<file path="src/rtl/fifo_pkg.sv">
// fifo_pkg: shared data width and occupancy encodings for the FIFO stream reader
package fifo_pkg;
  localparam int DATA_WIDTH = 16;
  typedef logic [1:0] occ_t;
  localparam occ_t OCC_EMPTY = 2'd0;
  localparam occ_t OCC_ONE = 2'd1;
  localparam occ_t OCC_TWO = 2'd2;
endpackage

</file>
<file path="src/rtl/fifo_skid_buf.sv">
// fifo_skid_buf: 2-entry head/tail register buffer; push writes the tail slot, pop removes the head
// Ports: clk, reset (sync, active-low), push/din (write a word), pop (drop head),
//        head (oldest word), cnt (occupancy: OCC_EMPTY/OCC_ONE/OCC_TWO)
module fifo_skid_buf
  import fifo_pkg::*;
(
  input  logic                  clk,
  input  logic                  reset,
  input  logic                  push,
  input  logic                  pop,
  input  logic [DATA_WIDTH-1:0] din,
  output logic [DATA_WIDTH-1:0] head,
  output occ_t                  cnt
);
  logic [DATA_WIDTH-1:0] tail;
  logic load_head, load_tail;
  // A pushed word becomes head when the buffer is (or is about to be) empty, otherwise it waits in tail
  always_comb begin
    load_head = push && (cnt == OCC_EMPTY || (cnt == OCC_ONE && pop));
    load_tail = push && (cnt == OCC_TWO || (cnt == OCC_ONE && !pop));
  end
  always_ff @(posedge clk)
    if (!reset) begin
      head <= '0;
      tail <= '0;
      cnt <= OCC_EMPTY;
    end else begin
      head <= (pop && cnt == OCC_TWO) ? tail : load_head ? din : head;
      tail <= load_tail ? din : tail;
      cnt <= occ_t'(cnt + occ_t'(push) - occ_t'(pop));
    end
endmodule

</file>
<file path="src/rtl/fifo_stream_reader.sv">
// fifo_stream_reader: drains a 1-cycle-latency FIFO read port into a valid/ready stream at 1 word/cycle
// Ports: clk, reset (sync, active-low), fifo_empty/fifo_data/fifo_rd_en (FIFO read side),
//        out_valid/out_ready/out_data (downstream stream),
//        word_count (only with FIFO_STREAM_READER_COUNT_EN: transfers since reset, wraps at 16 bits)
module fifo_stream_reader
  import fifo_pkg::*;
(
  input  logic                  clk,
  input  logic                  reset,
  input  logic                  fifo_empty,
  input  logic [DATA_WIDTH-1:0] fifo_data,
  output logic                  fifo_rd_en,
  output logic                  out_valid,
  input  logic                  out_ready,
  output logic [DATA_WIDTH-1:0] out_data
`ifdef FIFO_STREAM_READER_COUNT_EN
  ,
  output logic [15:0]           word_count
`endif
);
  occ_t cnt;
  logic pend, pop;
  logic [2:0] level;
  // Read only if the word still in flight plus what stays buffered leaves room for one more
  always_comb begin
    out_valid = cnt != OCC_EMPTY;
    pop = out_valid && out_ready;
    level = 3'(cnt) + 3'(pend) - 3'(pop);
    fifo_rd_en = reset && !fifo_empty && level <= 3'd1;
  end
  always_ff @(posedge clk)
    if (!reset) pend <= 1'b0;
    else pend <= fifo_rd_en;
`ifdef FIFO_STREAM_READER_COUNT_EN
  always_ff @(posedge clk)
    if (!reset) word_count <= '0;
    else if (pop) word_count <= word_count + 16'd1;
`endif
  fifo_skid_buf u_buf (
    .clk  (clk),
    .reset(reset),
    .push (pend),
    .pop  (pop),
    .din  (fifo_data),
    .head (out_data),
    .cnt  (cnt)
  );
endmodule

</file>
<file path="config.mk">
export PLATFORM = sky130hd
export DESIGN_NAME = fifo_stream_reader
export DESIGN_NICKNAME = d
export VERILOG_FILES = /design/src/rtl/fifo_pkg.sv /design/src/rtl/fifo_skid_buf.sv /design/src/rtl/fifo_stream_reader.sv
export SDC_FILE = /design/constraint.sdc
export NUM_CORES = 1
export LEC_CHECK = 0
export CORE_AREA = 2 2 73 75
export DETAILED_ROUTE_END_ITERATION = 10
export DIE_AREA = 0 0 75 77
export DONT_BUFFER_PORTS = 1
export HOLD_SLACK_MARGIN = 0.1
export PLACE_DENSITY_LB_ADDON = 0.05
export RECOVER_POWER = 100
export SLEW_MARGIN = 20
export SYNTH_ARGS = -nofsm -noshare
export SYNTH_HDL_FRONTEND = slang
export SYNTH_SLANG_ARGS = --single-unit
</file>
<file path="constraint.sdc">
create_clock -name clk -period 4.8 [get_ports clk]
set_input_delay 1.2 -clock clk [delete_from_list [all_inputs] [get_ports clk]]
set_output_delay 1.2 -clock clk [all_outputs]
set_load 0.02 [all_outputs]
</file>
==> results.yml <==
worst_setup_path:
  critical_path.reg2reg.startpoint: "u_buf.cnt[1]"
  worstRegToRegCells: 3
  crit_required_ns: 3.60
  crit_cells: 7
  worst_path_dominant_cell_family: "simple AND/OR/NAND/NOR gates"
  worstSetupPathType: "input port to output pin"
  reg2reg_to: "u_buf.tail[8]"
  slowest_stage_delay_on_critical_path_ns: 0.38
  critPathCaptureType: "output pin"
  cp.buffers_inverters: 1
  cp_max_fo: 9
  timing.critical_path.arrival_ns: 3.10
  worst_setup_path_start_kind: "input port"
  worst-r2r-setup-slack_ns: 1.49
  timing.critical_path.cells: "nand2_1, o21ai_0, ha_1, fa_1, xnor2_1, nor4b_1, clkbuf_1"
  timing.critical_path.from: "out_ready"
  critical_path.endpoint: "fifo_rd_en"
  crit_path_top_delay_cell: "fa_1"
power:
  ir_drop_uv: 138
  switching_power_mw: 0.215
  p_sw_share_pct: 31.3
  static-leakage-power_nw: 0.708
  power_density_mw_per_mm2: 416
  seqPwrFrac_pct: 54.7
  clock_power_share_pct: 30.8
  combPwrFrac_pct: 14.4
  pint_mw: 0.471
timing:
  finalHoldViolations: 0
  rsz0062_at_grt: "no"
  tns_ns: 0
  max-slew-margin-rel_pct: -98.7
  period_needed_ns: 4.30
  fmax_ghz: 0.233
  layout_worst_path_cycle_share_pct: 89.5
  finalWorstSetupSlack_ns: 0.505
  worst_slew_pin_tran_ns: 2.95
  finClkSkew_ns: 0.00659
  setup_viol_count_final: 0
  timing.final.max_slew_violations: 33
logic_synthesis:
  synth.ff_latch_count: 35
  synth.distinct_cells: 28
  postSynthNetCount: 188
  seq_area_frac_synth_pct: 45.3
  mappedNetlistArea_mm2: 0.00155
  library_cell_occupying_the_most_area_in_the_post_synthesis_netlist: "dfxtp_1"
  synth_edf_count: 0
  ys_async_sr_fraction_pct: 0
  postSynthCellCount: 166
  ys.warnings.count: 0
  most_repeated_cell_in_the_gate_level_netlist_after_synthesis: "dfxtp_1"
  yosys.area.top_type_share_pct: 45.3
  ys.flop_type: "dfxtp_1"
  synth.avg_cell_area_um2: 9.31
  synth_commonest_cells: "dfxtp_1, nand2_1, mux2i_1, nand3_1, o31ai_1"
  yosys-top-cells-area: "dfxtp_1, mux2i_1, o31ai_1"
layout:
  final_nets: 181
  drive_above_1_share_pct: 11.9
  final-instance-count-excl-fill: 229
  antennaDiodeCount: 0
  flow.area_growth_from_synthesis_pct: 6.72
  final_util_pct: 33.1
  finished_cell_area_mm2: 0.00165
detailed_routing:
  vias: 1162
  vias_per_cell: 5.07
  drtAntennaViolNets: 0
  first_pass_iters: 4
  drc_errors: 0
  detail_route.iter0.violations: 39
  detail_route.wl_per_cell_um: 16.0
  routed_wirelength_um: 3660
global_route:
  track_usage_pct: 13.4
  globalRouteMet3Util_pct: 4.86
  via_count_of_the_first_global_routing_pass: 1069
  antenna_found_initial: 0
  globalRouteMet2Util_pct: 18.9
  grt_pass1_wl_um: 5790
  global_route.usage.met1_pct: 18.8
  pin_count_of_the_biggest_net_entering_global_routing: 53
  globalRoute.totalOverflow: 0
  grt_most_used_layer: "met2"
place:
  postPlaceCellArea_mm2: 0.00158
  placed_cells_incl_taps: 222
  finalWeightedCongestion: 0.744
  post-dp-hpwl_um: 2480
  worst_slack_after_detailed_placement_ns: 0.741
  placement.io_buffers: 0
clocking:
  tritoncts_clock_tree: "built"
  tritoncts.num_buffers: 5
  clock_insertion_delay_worst_skew_ns: 0.28
  cts_num_sinks: 35
  cells_resized_by_post_cts_repair: 0
  clock_path_buffers: 2
  cts_root_buf: "clkbuf_8"
  htree_levels: 2
  cts.reportedPaths.clkPinSlew_ns: 0.07
  postCtsSetupRepairBufs: 0
  postCtsHoldBufs: 0
die:
  initial_utilization_pct: 31.0
  die_h_um: 77
  floorplan.die_area_mm2: 0.00578
  placementRows: 26
  core_mm2: 0.00498
  pin_count: 38
  die_w_um: 75
status:
  violated_checks: "capacitance limit, slew limit"
  outcome: "complete, but fails checks"
run:
  max_cap_violations: 1
min_path:
  hp-class: "flip-flop to flip-flop"
state kept, by name, summed over array words and instances, names as in the netlist:
name,count
u_buf.cnt,2
u_buf.tail,16
u_buf.head,16
pend,1
tightest hold or removal path, delay by kind of cell, from the launching register on:
kind | cells | cell delay [ns]
and+or+nand+nor | 1 | 0.05
DFF | 1 | 0.31
AOI/OAI and AO/OA | 1 | 0.05
cell families after synthesis:
family	Yosys count	synth area share [%]
AO/OA/AOI/OAI	51	21.7
XOR/XNOR	1	0.567
adder cells (fa/ha/maj)	2	2.11
buffers and inverters	18	5.67
flip-flops	35	45.3
multiplexers	16	10.4
AND/OR/NAND/NOR	43	14.3
how the worst min path moves through the flow:
| stage | end | startpoint | slack, ns | depth (start not counted) |
|---|---|---|---|---|
| CTS | u_buf.tail[15] | u_buf.tail[15] | 0.46 | 2 |
| global placement | u_buf.tail[0] | u_buf.tail[0] | 0.44 | 2 |
| finish | u_buf.tail[5] | u_buf.tail[5] | 0.46 | 2 |
| floorplan | u_buf.tail[0] | u_buf.tail[0] | 0.44 | 2 |
| detailed placement | u_buf.tail[15] | u_buf.tail[15] | 0.45 | 2 |
| global route | u_buf.tail[5] | u_buf.tail[5] | 0.47 | 2 |
layer usage:
layer,wire (um),up-vias
met5,0,-
met4,37,0
met3,314,5
met2,1670,38
li1,-,575
met1,1640,544
final cells by class:
class                   instances  area, um2
multi-input cells             113        754
well taps                      70       87.6
clock buffers                   6       82.6
repair buffers                  2       11.3
inverters                       2       7.51
clock inverters                 1       5.00
flip-flops and latches         35        701
fillers                       531       3330
metrics by stage:
| stage | hold slack [ns] | power [mW] |
|---|---|---|
| detailed placement | 0.448 | 0.485 |
| CTS | 0.457 | 0.702 |
| floorplan | 0.436 | 0.471 |
| finish | 0.455 | 0.686 |
| global route | 0.475 | 0.728 |
| global placement | 0.443 | 0.482 |
cells in the final DEF, fill, tap and decap left out, drive strengths merged:
cell,Yosys,final
a21oi,16,16
ha,1,1
o21a,1,1
and3,1,1
dfxtp,35,35
clkinv,0,1
nor3b,1,1
and2,2,2
inv,2,2
nand3,16,16
fa,1,1
nor4b,2,2
or2,1,1
nand2,18,18
o31ai,16,16
xnor2,1,1
clkbuf,11,7
mux2i,16,16
nor2b,2,2
o21ai,18,18
buf,5,1
power groups by stage:
stage,logic [mW],registers [mW],clock network (mW)
3_5_place_dp,0.102,0.383,0
3_3_place_gp,0.0994,0.382,0
2_1_floorplan,0.0974,0.374,0
5_1_grt,0.110,0.379,0.239
4_1_cts,0.103,0.377,0.222
6_report,0.0990,0.376,0.212
(Power assumes the default switching activity.)
==> edit 1 (same settings) <==
The package constant `DATA_WIDTH` goes from 16 to 18.
--- a/src/rtl/fifo_pkg.sv
+++ b/src/rtl/fifo_pkg.sv
@@ -1,6 +1,6 @@
 // fifo_pkg: shared data width and occupancy encodings for the FIFO stream reader
 package fifo_pkg;
-  localparam int DATA_WIDTH = 16;
+  localparam int DATA_WIDTH = 18;
   typedef logic [1:0] occ_t;
   localparam occ_t OCC_EMPTY = 2'd0;
   localparam occ_t OCC_ONE = 2'd1;
Interface: changed (resized fifo_data and out_data); port bits go from 38 to 42. The function was not compared with the original's and may differ.
==> edit 1 against the unedited design <==
  * Wire length is 5.5% higher
  * Fmax is 6.3% higher
  * Synthesized area is 10% higher
  * Combinational power is 9% higher
  * Count of clock-buffer cells in the layout stayed put
  * Setup slack better by 250 ps
  * Final area is 12% higher
  * Power is 17% higher
  * First-iteration DRC count is 59% higher
  * Sequential cell count is 4 higher
  * Largest power group unchanged
  * Highest routed layer unchanged
==> edit 1: results (changes against the unedited design) <==
metric,value,unit,change
dp_hpwl,2541,um,was 2477 um
clock_skew,5.434,ps,was 6.593 ps
dpl_worst_slack,821.5,ps,was 740.9 ps
status,finished clean,,"was finished, violations left"
seq_area_frac_synth,45.75,%,was 45.34%
synth_common_cells,"dfxtp_1, nand2_1, o21ai_0",,"was dfxtp_1, nand2_1, mux2i_1, nand3_1, o31ai_1"
grt_max_degree,59,,was 53
crit_fanout,11,,was 9
wl_met1,1752,um,was 1642 um
critPathTopFamily,adder cells,,was simple AND/OR/NAND/NOR gates
nFillCells,515,,was 531
drive_gt1_share,12.43,%,was 11.95%
cellLeakagePower,0.7999,nW,was 0.7085 nW
dr_wl_met2,1835,um,was 1665 um
worstMarginPinSlew,1378,ps,was 2949 ps
ir_worst_vdd,0.1511,mV,was 0.1384 mV
drt_wl_total,3862,um,was 3660 um
synth_nets,207,,was 188
track_usage,14.84,%,was 13.35%
use_met2,23.16,%,was 18.86%
layout.area.seq,780.7,um2,was 700.7 um2
final_nets,200,,was 181
synth_cell_types,26,,was 28
num_vias,1258,,was 1162
gp_congestion,0.7044,,was 0.7442
dp_cells,239,,was 222
grt_pass1_wl,6465,um,was 5789 um
arrival,2840,ps,was 3100 ps
largestRegisters,"u_buf.head x18, u_buf.tail x18, u_buf.cnt x2",,"was u_buf.head x16, u_buf.tail x16, u_buf.cnt x2"
viasPerCell,5.093,,was 5.074
placed_cell_area,0.001737,mm2,was 0.001579 mm2
grt_util_met1,18.96,%,was 18.76%
grt.met3_usage,5.388,%,was 4.862%
synthTopCellsByArea,"dfxtp_1, mux2i_1, o31ai_1, o21ai_0, nand3_1",,"was dfxtp_1, mux2i_1, o31ai_1, a21oi_2, nand3_1"
wl_met3,222,um,was 314 um
==> edit 1: cell types whose count changed in the layout (fill, tap and decap cells not counted) <==
cell	unedited run	this run
o31ai_1	16	18
o21ai_1	1	0
buf_4	1	2
nand2_1	18	20
dfxtp_1	35	39
o21ai_4	0	1
mux2i_1	16	18
bufinv_16	0	1
o21ai_0	17	19
a21oi_1	6	8
nand3_1	16	18
==> edit 1: power breakdown <==
group	leakage, nW	switching [mW]	internal, mW
Clock	0.0612	0.114	0.168
Combinational	0.420	0.0667	0.0408
Sequential	0.318	0.0578	0.358
==> edit 1: kinds of logic (layout without fill, tap and decap cells) <==
group | Yosys count | after routing | share of synthesized area (%)
compound gates | 57 | 57 | 21.70
simple gates | 47 | 47 | 13.78
flops | 39 | 39 | 45.75
buf+inv | 19 | 13 | 5.791
mux | 18 | 18 | 10.56
fa+ha+maj | 2 | 2 | 1.906
xor+xnor | 1 | 1 | 0.5133
==> edit 1: cell type report <==
class / count / area share [%]
Clock buffer: 6 / 4.462
Clock inverter: 2 / 1.893
Sequential cell: 39 / 42.19
Inverter: 2 / 0.4057
Timing Repair Buffer: 3 / 1.014
Tap cell: 70 / 4.733
Multi-Input combinational cell: 125 / 45.30
==> edit 1: final timing paths <==
path              slack [ps]                       start  cells past startpoint                         end
setup reg to reg        2030     u_buf.cnt[1]$_SDFF_PN0_                      4  u_buf.head[0]$_SDFFE_PN0P_
setup / recovery         760                   out_ready                      8                  fifo_rd_en
hold reg to reg          470  u_buf.tail[3]$_SDFFE_PN0P_                      2  u_buf.tail[3]$_SDFFE_PN0P_
hold / removal           470  u_buf.tail[3]$_SDFFE_PN0P_                      2  u_buf.tail[3]$_SDFFE_PN0P_
==> edit 1: tightest hold or removal path, stage by stage, from the launching register on <==
cell,delay [ps]
dfxtp_1,310
nand3_1,50
o21ai_0,60
==> edit 2 (config.mk and constraints unchanged) <==
Made on the original files. Compare `cnt` against `OCC_TWO` with >= in place of ==.
--- a/src/rtl/fifo_skid_buf.sv
+++ b/src/rtl/fifo_skid_buf.sv
@@ -25,7 +25,7 @@
       tail <= '0;
       cnt <= OCC_EMPTY;
     end else begin
-      head <= (pop && cnt == OCC_TWO) ? tail : load_head ? din : head;
+      head <= (pop && cnt >= OCC_TWO) ? tail : load_head ? din : head;
       tail <= load_tail ? din : tail;
       cnt <= occ_t'(cnt + occ_t'(push) - occ_t'(pop));
     end
Check against the original RTL: same outputs for any inputs over 10 cycles, from zero or initial values and one cycle with reset low; that may be too few to reach the edited logic, so the function may still have changed.
==> edit 2 against the unedited design <==
  * Final area grew 6.8%
  * Die area unchanged
  * Setup slack better by 290 ps
  * Global-route usage rose by 1.2 points
  * Via count is 10% higher
  * Synthesized area increased by 7.6%
  * Hold slack improved by 4.3 ps
  * Sequential cell count is the same
  * Non-clock buffer count grew 1
  * Synthesized cell count grew 11%
  * Wire length increased by 8.1%
  * Critical path type unchanged
  * Critical endpoint unchanged
  * Highest routed layer unchanged
Power is not compared: it rests on default switching activity, and its combinational part moved more than twofold at a synthesized area within 25%.
==> edit 2: results (changes against the unedited design) <==
metric,value,unit,change
seq-cell-share,39.80,%,was 42.49%
ff2ff_path_depth,4,,was 3
clock_skew,4.534,ps,was 6.593 ps
grt_max_degree,36,,was 53
synthTopCellsByArea,"dfxtp_1, nand2_1, mux2i_1, a311oi_2, a21oi_1",,"was dfxtp_1, mux2i_1, o31ai_1, a21oi_2, nand3_1"
r2r_slack,1770,ps,was 1490 ps
synth_common_cells,"nand2_1, dfxtp_1, a21oi_1, mux2i_1, nand3_1",,"was dfxtp_1, nand2_1, mux2i_1, nand3_1, o31ai_1"
min_to,u_buf.tail[14]$_SDFFE_PN0P_,,was u_buf.tail[5]$_SDFFE_PN0P_
track_usage,14.54,%,was 13.35%
drt-pass1-iter-count,4,,unchanged
worstMarginPinSlew,1360,ps,was 2949 ps
area_delta_synth_final,5.869,%,was 6.721%
clock_area_share,5.686,%,was 5.311%
multi_input_area,834.6,um2,was 754.5 um2
inverters,5,,was 2
dp_cells,241,,was 222
grt.met3_usage,6.045,%,was 4.862%
hold_start,u_buf.tail[14]$_SDFFE_PN0P_,,was u_buf.tail[5]$_SDFFE_PN0P_
nonClkBufAreaFrac,1.066,%,was 0.6829%
dp_hpwl,2633,um,was 2477 um
dr_wl_met2,1814,um,was 1665 um
wl_per_cell,15.88,um,was 15.98 um
r2r_end,u_buf.head[13]$_SDFFE_PN0P_,,was u_buf.tail[8]$_SDFFE_PN0P_
use_met2,22.02,%,was 18.86%
seq_area_frac_synth,42.14,%,was 45.34%
n_all_buffers,3,,was 2
grt_util_met1,18.43,%,was 18.76%
viasPerCell,5.133,,was 5.074
final_core_util,35.37,%,was 33.13%
synth_cell_types,23,,was 28
arrival,2800,ps,was 3100 ps
hold_slack,459.5,ps,was 455.2 ps
final_nets,201,,was 181
cpPeakStageDelay,480,ps,was 380 ps
wl_met1,1774,um,was 1642 um
drive_gt1_share,10.61,%,was 11.95%
crit_fanout,20,,was 9
placed_cell_area,0.001670,mm2,was 0.001579 mm2
status,finished clean,,"was finished, violations left"
gp_congestion,0.7275,,was 0.7442
synth.avg_cell_area,8.988,um2,was 9.309 um2
synth_nets,208,,was 188
num_vias,1278,,was 1162
setup_slack,795.4,ps,was 504.7 ps
==> edit 2: changes by cell type after synthesis, moves of 10 or more <==
cell | unedited run | this run
o31ai_1 | 16 | 0
nand2_1 | 17 | 50
a311oi_2 | 0 | 10
a21oi_1 | 6 | 16
a21oi_2 | 10 | 0
o21ai_1 | 12 | 0
==> edit 2: cell families after synthesis <==
kind of cell             after synthesis  share of synthesized area, %
multiplexers                          16                         9.631
adder cells (fa/ha/maj)                3                         2.709
buffers and inverters                 22                         7.298
flip-flops                            35                         42.14
AND/OR/NAND/NOR                       74                         19.49
AO/OA/AOI/OAI                         34                         18.21
XOR/XNOR                               1                        0.5268
==> edit 2: worst max-delay path, delay by kind of cell <==
| family | cells | cell delay [ps] |
|---|---|---|
| adder cells (fa/ha/maj) | 3 | 930 |
| AND/OR/NAND/NOR | 2 | 370 |
| buffers and inverters | 2 | 300 |
==> edit 2: power by group <==
group	switching, mW	internal, mW
sequential	0.114	0.364
clock	0.102	0.131
combinational	0.192	0.121
